[src/rtl/mem_arbiter.sv]
// mem_arbiter
// Round-robin arbiter that shares one single-port, variable-latency memory
// between NUM_REQ cache requesters. One access is in flight at a time; the
// completion pulse goes only to the requester that was granted.
//
// Optional feature (compile-time macro): MEM_ARB_TIMEOUT_EN
//   Defined   : an access outstanding for TIMEOUT BUSY cycles is aborted and
//               completes with req_err=1; timeout_err becomes sticky.
//   Undefined : BUSY waits indefinitely; req_err and timeout_err are 0.
//
// Ports
//   clk, rst         : single clock, synchronous active-high reset
//   req_valid/we     : per-requester request strobe and write enable
//   req_addr/wdata   : packed per-requester fields, requester i at [i*W +: W]
//   req_ready        : one-cycle completion pulse, at most one bit set
//   req_rdata        : read data, valid while req_ready is high
//   req_err          : high with req_ready when the access timed out
//   mem_req/we/addr/wdata : registered memory request
//   mem_ready/rdata  : memory completion pulse and read data
//   timeout_err      : sticky timeout flag, cleared only by rst
//   dbg_state        : current FSM state (IDLE=0, BUSY=1, DONE=2)
//
// Handshake: a requester raises req_valid with stable fields and holds them
// until its req_ready pulse. The memory sees mem_req held high with stable
// fields until it returns a single-cycle mem_ready.
module mem_arbiter #(
    parameter int NUM_REQ = 2,
    parameter int ADDR_W  = 32,
    parameter int DATA_W  = 32,
    parameter int TIMEOUT = 64
) (
    input  logic                      clk,
    input  logic                      rst,
    input  logic [NUM_REQ-1:0]        req_valid,
    input  logic [NUM_REQ-1:0]        req_we,
    input  logic [NUM_REQ*ADDR_W-1:0] req_addr,
    input  logic [NUM_REQ*DATA_W-1:0] req_wdata,
    output logic [NUM_REQ-1:0]        req_ready,
    output logic [DATA_W-1:0]         req_rdata,
    output logic                      req_err,
    output logic                      mem_req,
    output logic                      mem_we,
    output logic [ADDR_W-1:0]         mem_addr,
    output logic [DATA_W-1:0]         mem_wdata,
    input  logic                      mem_ready,
    input  logic [DATA_W-1:0]         mem_rdata,
    output logic                      timeout_err,
    output logic [1:0]                dbg_state
);

    localparam int GW = (NUM_REQ > 1) ? $clog2(NUM_REQ) : 1;

    if (NUM_REQ < 2 || NUM_REQ > 8 || TIMEOUT < 1) begin : g_bad_param
        $error("mem_arbiter: NUM_REQ must be 2..8 and TIMEOUT >= 1");
    end

    typedef enum logic [1:0] {
        S_IDLE = 2'd0,
        S_BUSY = 2'd1,
        S_DONE = 2'd2
    } state_t;

    state_t               state_q, state_d;
    logic [GW-1:0]        grant_q, grant_d;
    logic [GW-1:0]        last_grant_q, last_grant_d;
    logic                 mem_req_q, mem_req_d;
    logic                 mem_we_q, mem_we_d;
    logic [ADDR_W-1:0]    mem_addr_q, mem_addr_d;
    logic [DATA_W-1:0]    mem_wdata_q, mem_wdata_d;
    logic [NUM_REQ-1:0]   req_ready_q, req_ready_d;
    logic [DATA_W-1:0]    req_rdata_q, req_rdata_d;

`ifdef MEM_ARB_TIMEOUT_EN
    localparam int TW = $clog2(TIMEOUT + 1);
    logic [TW-1:0]        timer_q, timer_d;
    logic                 req_err_q, req_err_d;
    logic                 timeout_err_q, timeout_err_d;
`endif

    // Round-robin pick: scan starting one past the last completed grant so
    // the most recently served requester has lowest priority.
    logic          pick_found;
    logic [GW-1:0] pick_idx;
    logic [GW-1:0] cand_idx;

    always_comb begin
        pick_found = 1'b0;
        pick_idx   = '0;
        cand_idx   = '0;
        for (int k = 1; k <= NUM_REQ; k++) begin
            cand_idx = GW'((int'(last_grant_q) + k) % NUM_REQ);
            if (!pick_found && req_valid[cand_idx]) begin
                pick_found = 1'b1;
                pick_idx   = cand_idx;
            end
        end
    end

    always_comb begin
        state_d      = state_q;
        grant_d      = grant_q;
        last_grant_d = last_grant_q;
        mem_req_d    = mem_req_q;
        mem_we_d     = mem_we_q;
        mem_addr_d   = mem_addr_q;
        mem_wdata_d  = mem_wdata_q;
        req_ready_d  = '0;          // pulse lives only in DONE
        req_rdata_d  = req_rdata_q;
`ifdef MEM_ARB_TIMEOUT_EN
        timer_d       = timer_q;
        req_err_d     = 1'b0;
        timeout_err_d = timeout_err_q;
`endif
        case (state_q)
            S_IDLE: begin
                if (pick_found) begin
                    grant_d     = pick_idx;
                    mem_req_d   = 1'b1;
                    mem_we_d    = req_we[pick_idx];
                    mem_addr_d  = req_addr[int'(pick_idx)*ADDR_W +: ADDR_W];
                    mem_wdata_d = req_wdata[int'(pick_idx)*DATA_W +: DATA_W];
                    state_d     = S_BUSY;
`ifdef MEM_ARB_TIMEOUT_EN
                    timer_d     = '0;
`endif
                end
            end
            S_BUSY: begin
                if (mem_ready) begin
                    if (!mem_we_q) begin
                        req_rdata_d = mem_rdata;
                    end
                    mem_req_d            = 1'b0;
                    req_ready_d[grant_q] = 1'b1;
                    last_grant_d         = grant_q;
                    state_d              = S_DONE;
                end
`ifdef MEM_ARB_TIMEOUT_EN
                else if (timer_q == TW'(TIMEOUT)) begin
                    // Abort: complete with error, read data left unchanged.
                    mem_req_d            = 1'b0;
                    req_ready_d[grant_q] = 1'b1;
                    req_err_d            = 1'b1;
                    timeout_err_d        = 1'b1;
                    last_grant_d         = grant_q;
                    state_d              = S_DONE;
                end else begin
                    timer_d = timer_q + TW'(1);
                end
`endif
            end
            // DONE swallows one cycle so the finished requester's still-high
            // req_valid is dropped before IDLE samples again.
            S_DONE:  state_d = S_IDLE;
            default: state_d = S_IDLE;
        endcase
    end

    always_ff @(posedge clk) begin
        if (rst) begin
            state_q      <= S_IDLE;
            grant_q      <= '0;
            last_grant_q <= GW'(NUM_REQ - 1);
            mem_req_q    <= 1'b0;
            mem_we_q     <= 1'b0;
            mem_addr_q   <= '0;
            mem_wdata_q  <= '0;
            req_ready_q  <= '0;
            req_rdata_q  <= '0;
`ifdef MEM_ARB_TIMEOUT_EN
            timer_q       <= '0;
            req_err_q     <= 1'b0;
            timeout_err_q <= 1'b0;
`endif
        end else begin
            state_q      <= state_d;
            grant_q      <= grant_d;
            last_grant_q <= last_grant_d;
            mem_req_q    <= mem_req_d;
            mem_we_q     <= mem_we_d;
            mem_addr_q   <= mem_addr_d;
            mem_wdata_q  <= mem_wdata_d;
            req_ready_q  <= req_ready_d;
            req_rdata_q  <= req_rdata_d;
`ifdef MEM_ARB_TIMEOUT_EN
            timer_q       <= timer_d;
            req_err_q     <= req_err_d;
            timeout_err_q <= timeout_err_d;
`endif
        end
    end

    assign mem_req   = mem_req_q;
    assign mem_we    = mem_we_q;
    assign mem_addr  = mem_addr_q;
    assign mem_wdata = mem_wdata_q;
    assign req_ready = req_ready_q;
    assign req_rdata = req_rdata_q;
    assign dbg_state = state_q;
`ifdef MEM_ARB_TIMEOUT_EN
    assign req_err     = req_err_q;
    assign timeout_err = timeout_err_q;
`else
    assign req_err     = 1'b0;
    assign timeout_err = 1'b0;
`endif

endmodule

[config.mk]
export PLATFORM = sky130hd
export DESIGN_NAME = mem_arbiter
export DESIGN_NICKNAME = d
export VERILOG_FILES = /design/src/rtl/mem_arbiter.sv
export SDC_FILE = /design/constraint.sdc
export NUM_CORES = 1
export LEC_CHECK = 0
export ABC_AREA = 1
export CORE_UTILIZATION = 38
export CTS_BUF_LIST = sky130_fd_sc_hd__clkbuf_2 sky130_fd_sc_hd__clkbuf_4 sky130_fd_sc_hd__clkbuf_8
export DETAILED_ROUTE_END_ITERATION = 8
export PLACE_DENSITY_LB_ADDON = 0.12
export SKIP_LAST_GASP = 1
export SLEW_MARGIN = 20
export SYNTH_ARGS = -nofsm -noshare
export SYNTH_HDL_FRONTEND = slang
export SYNTH_SLANG_ARGS = --single-unit
[constraint.sdc]
create_clock -name clk -period 1.1 [get_ports clk]
set_input_delay 0.33 -clock clk [delete_from_list [all_inputs] [get_ports clk]]
set_output_delay 0.33 -clock clk [all_outputs]
set_load 0.02 [all_outputs]
# [After elaboration in Yosys (flattened, before gate mapping)]
# Index checks and enable logic that the tools add are counted.
[word_totals] wordCells=53 register_bits=104 in_bits=167 output_inout_bits=104
[op_classes] bitwise=3 n_eq_ne=3 add_sub_neg=2 muxes=18 n_reduce_logical=11 n_lt_le_gt_ge=5 shifts=2
[op_table] cell="64-bit by 7-bit indexed part select with 32-bit output" count=2
[op_table] cell="1-bit two-way mux" count=13
[op_table] cell="1-bit by 2-bit < comparator with 1-bit output (second input constant)" count=4
[op_table] cell="2-bit AND reduction" count=3
[op_table] cell="3-bit AND reduction" count=2
[op_table] cell="2-bit two-way mux" count=2
[op_table] cell="2-bit inequality test (second input constant)" count=2
[op_table] cell="2-bit one-hot mux with 2 select lines" count=1
[op_table] cell="1-bit inverter" count=3
[op_table] cell="3-bit OR reduction" count=1
[op_table] cell="1-bit adder (second input constant)" count=2
[op_table] cell="2-bit by 1-bit == test with 1-bit output (second input constant)" count=1
[op_table] cell="1-bit logical AND" count=2
[op_table] cell="2-bit logical NOT" count=1
[op_table] cell="1-bit one-hot mux with 2 select lines" count=1
[op_table] cell="2-bit nonzero test" count=1
[op_table] cell="1-bit demux with 1-bit select" count=1
[op_table] cell="1-bit greater-or-equal comparator (second input constant)" count=1
[op_table] cell="1-bit logical NOT" count=1

# [Logic depth before layout (Yosys ltp)]
[depth] ltp_word=9 ltp_mapped=8 depth_no_buf=6

# [Least setup slack after synthesis]
# OpenSTA, ideal clock, no wires.
[synth_timing] path_type="flip-flop to flip-flop" from="reg state_q[0], in the netlist dbg_state[0]" to="reg req_rdata_q[23], in the netlist req_rdata[23]" n_path_buf=1 path_stages_with_launch=7 required_ns=0.987 arrival_time_ns=1.191 setup_ns=0.113 setup_slack_ns=-0.204 period_less_slack_ns=1.304 path_cell_list="dfxtp_1 > nand2_1 > nor2_2 > buf_2 > nand2_1 > nand2_1 > nor2_1"
[synth_between] elab_chain_cells=2
[synth_rtl] item="from (decl)" line="63" source="state_t state_q, state_d;"
[synth_rtl] item="from (signal assigned)" line="176" source="state_q <= state_d;"
[synth_rtl] item="2-bit by 1-bit == test with 1-bit output" line="114" source="case (state_q)"
[synth_rtl] item="3-bit AND reduction (no line)"
[synth_rtl] item="to (signal assigned)" line="184" source="req_rdata_q <= req_rdata_d;"
[synth_rtl] item="to (decl)" line="71" source="logic [DATA_W-1:0] req_rdata_q, req_rdata_d;"
# No other way between the ends.
# A chain may end at the register's enable or synchronous reset.

# [Worst setup path in the final report]
[layout_timing] from="reg state_q[0], in the netlist dbg_state[0]" to="out dbg_state[0]"
[layout_rtl] item="to (decl)" line="48" source="output logic [1:0] dbg_state"
# No word-level cell between the ends.

==> flow_summary.yaml <==
timing:
  finalSetupViolCount: 202
  period_needed_ns: 1.310
  fin_skew_ns: 0.006158
  hold_violations: 0
  fmax_ghz: 0.7632
  slew_viol_final: 0
  rsz0062_at_grt: "yes"
  whs_ns: 0.4332
  setup_ws_ns: -0.2103
  period_share_pct: 119.1
route:
  ant_nets: 0
  first_pass_iters: 4
  drc: 0
  routedWlPerCell_um: 13.13
  num_vias: 6061
  drt-vias-per-instance: 4.496
  met3_length_um: 1127
  routed_wirelength_um: 17690
  wl_met2_um: 8926
  wl_met1_um: 7299
  drt_iter0_drc: 277
  top_layer: "met4"
power:
  ir_drop_uv: 764.9
  fin_total_pwr_w: 0.01199
  p_leak_nw: 4.560
  p_per_area_mw_per_mm2: 1257
floorplan:
  start_util_pct: 38.94
  placementRows: 43
  io_pins: 271
  die_area_mm2: 0.01465
  core_region_area_mm2: 0.01383
  fp.dieH_um: 121.0
  die_w_um: 121.0
worst_hold_path:
  hp-class: "input port to flop"
  min_from: "req_valid[1]"
worst_setup_path:
  arrival_ns: 0.98
  crit_start: "dbg_state[0]"
  required_ns: 0.77
  critical_path.max_fanout: 4
  timing.rr.start: "dbg_state[1]"
  critPathKind: "flop to output port"
  crit_path_end_kind: "output port"
  start_kind: "flop"
layout:
  drive_gt1_share_pct: 26.37
  layout_common_cells: "264 x nand2_1, 191 x nor2_1, 164 x clkdlybuf4s50_1"
  diodes: 0
  instances_no_fill: 1348
  synthToLayoutAreaGrowth_pct: 77.11
  fin_nets: 1330
  layout_commonest_cell: "nand2_1"
  postLayoutCoreUtil_pct: 68.96
placed_design:
  place_congestion: 0.7666
  portBuffers: 268
  place_hpwl_um: 11500
  dp_cells: 1300
job:
  cap_violations: 0
logic_synthesis:
  ys_warn_count: 0
  syn_area_mm2: 0.005384
  synth-seq-cells: 104
  syn_inst: 874
  avgSynthCellArea_um2: 6.160
  ys_seq_area_share_pct: 38.67
  synth_cell_types: 17
clocking:
  clkLatencyLatePin_ns: 0.38
  cts_buffers: 9
  numClockSinks: 104
  clk_transition_reported_paths_ns: 0.10
  cts_tree: "yes"
  h-tree-depth: 3
  cts_hold_repair.buffers: 0
  ctsLongestPathBuffers: 2
  cts_root_buffer: "clkbuf_8"
global_routing:
  antenna_found_initial: 0
  track_usage_pct: 21.96
  grt_start_max_net_pins: 50
  grt_pass1_vias: 5143
  grt_pass1_wl_um: 25340
  overflow: 0
outcome:
  violations: "negative setup slack"
  outcome: "complete, but fails checks"
-- cell usage after synthesis --
master,number,area (um2)
nand2_1,268,1006
nor2_1,199,747.0
dfxtp_1,104,2082
inv_1,103,386.6
nand3_1,68,340.3
a21boi_0,52,390.4
buf_2,32,160.2
clkbuf_1,18,67.56
a21boi_1,13,97.59
buf_4,8,60.06
buf_1,3,11.26
a21oi_1,1,5.000
conb_1,1,3.750
nor2_2,1,6.260
o211ai_1,1,7.510
o21ai_1,1,5.000
o31ai_1,1,7.510
-- critical path: stages, from the launching register on --
cell	delay, ns
dfxtp_4	0.37
buf_6	0.11
buf_6	0.12
-- area by class of cell --
| type | instances | area (um2) |
|---|---|---|
| multi-input cells | 607 | 2681 |
| clock buffers | 10 | 137.6 |
| well taps | 180 | 225.2 |
| clock inverters | 6 | 92.59 |
| inverters | 103 | 390.4 |
| repair buffers | 338 | 3791 |
| flip-flops and latches | 104 | 2217 |
| fillers | 1198 | 4292 |
-- what timing repair did --
| item | 4_1_cts | 5_1_grt |
|---|---|---|
| pin swaps | 0 | 4 |
| gates cloned | 1 | 13 |
| endpoints found under the setup margin | 202 | 202 |
| gates resized for setup | 714 | 26 |
| setup buffers | 3 | 16 |
-- worst paths after layout --
path	to	slack (ns)	cells after the start
max reg2reg	mem_wdata[20]	-0.18	6
min reg2reg	req_ready[0]	0.46	1
min	grant_q	0.43	4
max	dbg_state[0]	-0.21	2
-- through the flow --
stage               TNS [ns]  instance area, um2  worst slack, ns
finish                -19.31                9535          -0.2103
global route          -30.93                9535          -0.2774
CTS                   -19.91                9037          -0.1433
detailed placement    -71.95                8489          -0.6479
global placement      -69.71                8489          -0.6335
floorplan             -1.686                5436         -0.03164
-- power by group --
part	total [W]	switching, W	internal (W)
registers	0.00459	0.000305	0.00428
logic	0.00465	0.00219	0.00246
clock network	0.00275	0.00140	0.00135
-- flip-flops by register name, summed over array words and instances, names as in the netlist --
| register | cells |
|---|---|
| mem_addr | 32 |
| mem_wdata | 32 |
| req_rdata | 32 |
| dbg_state | 2 |
| req_ready | 2 |
| grant_q | 1 |
| last_grant_q | 1 |
| mem_req | 1 |
| mem_we | 1 |
-- routing by layer --
metal / GRT usage [%] / vias to the layer above
li1: - / 3200
met4: 8.642 / 0
met3: 5.686 / 20
met5: 0 / -
met1: 26.36 / 2652
met2: 37.25 / 189
-- kinds of logic (layout without fill, tap and decap cells) --
| family | after synthesis | count (layout) | share of synthesized area (%) |
|---|---|---|---|
| AOI/OAI and AO/OA | 69 | 69 | 9.528 |
| buffers and inverters | 164 | 457 | 12.74 |
| other | 1 | 2 | 0.06965 |
| DFF | 104 | 104 | 38.67 |
| and+or+nand+nor | 536 | 536 | 39.00 |
No activity file was read; power rests on OpenSTA's default activity.
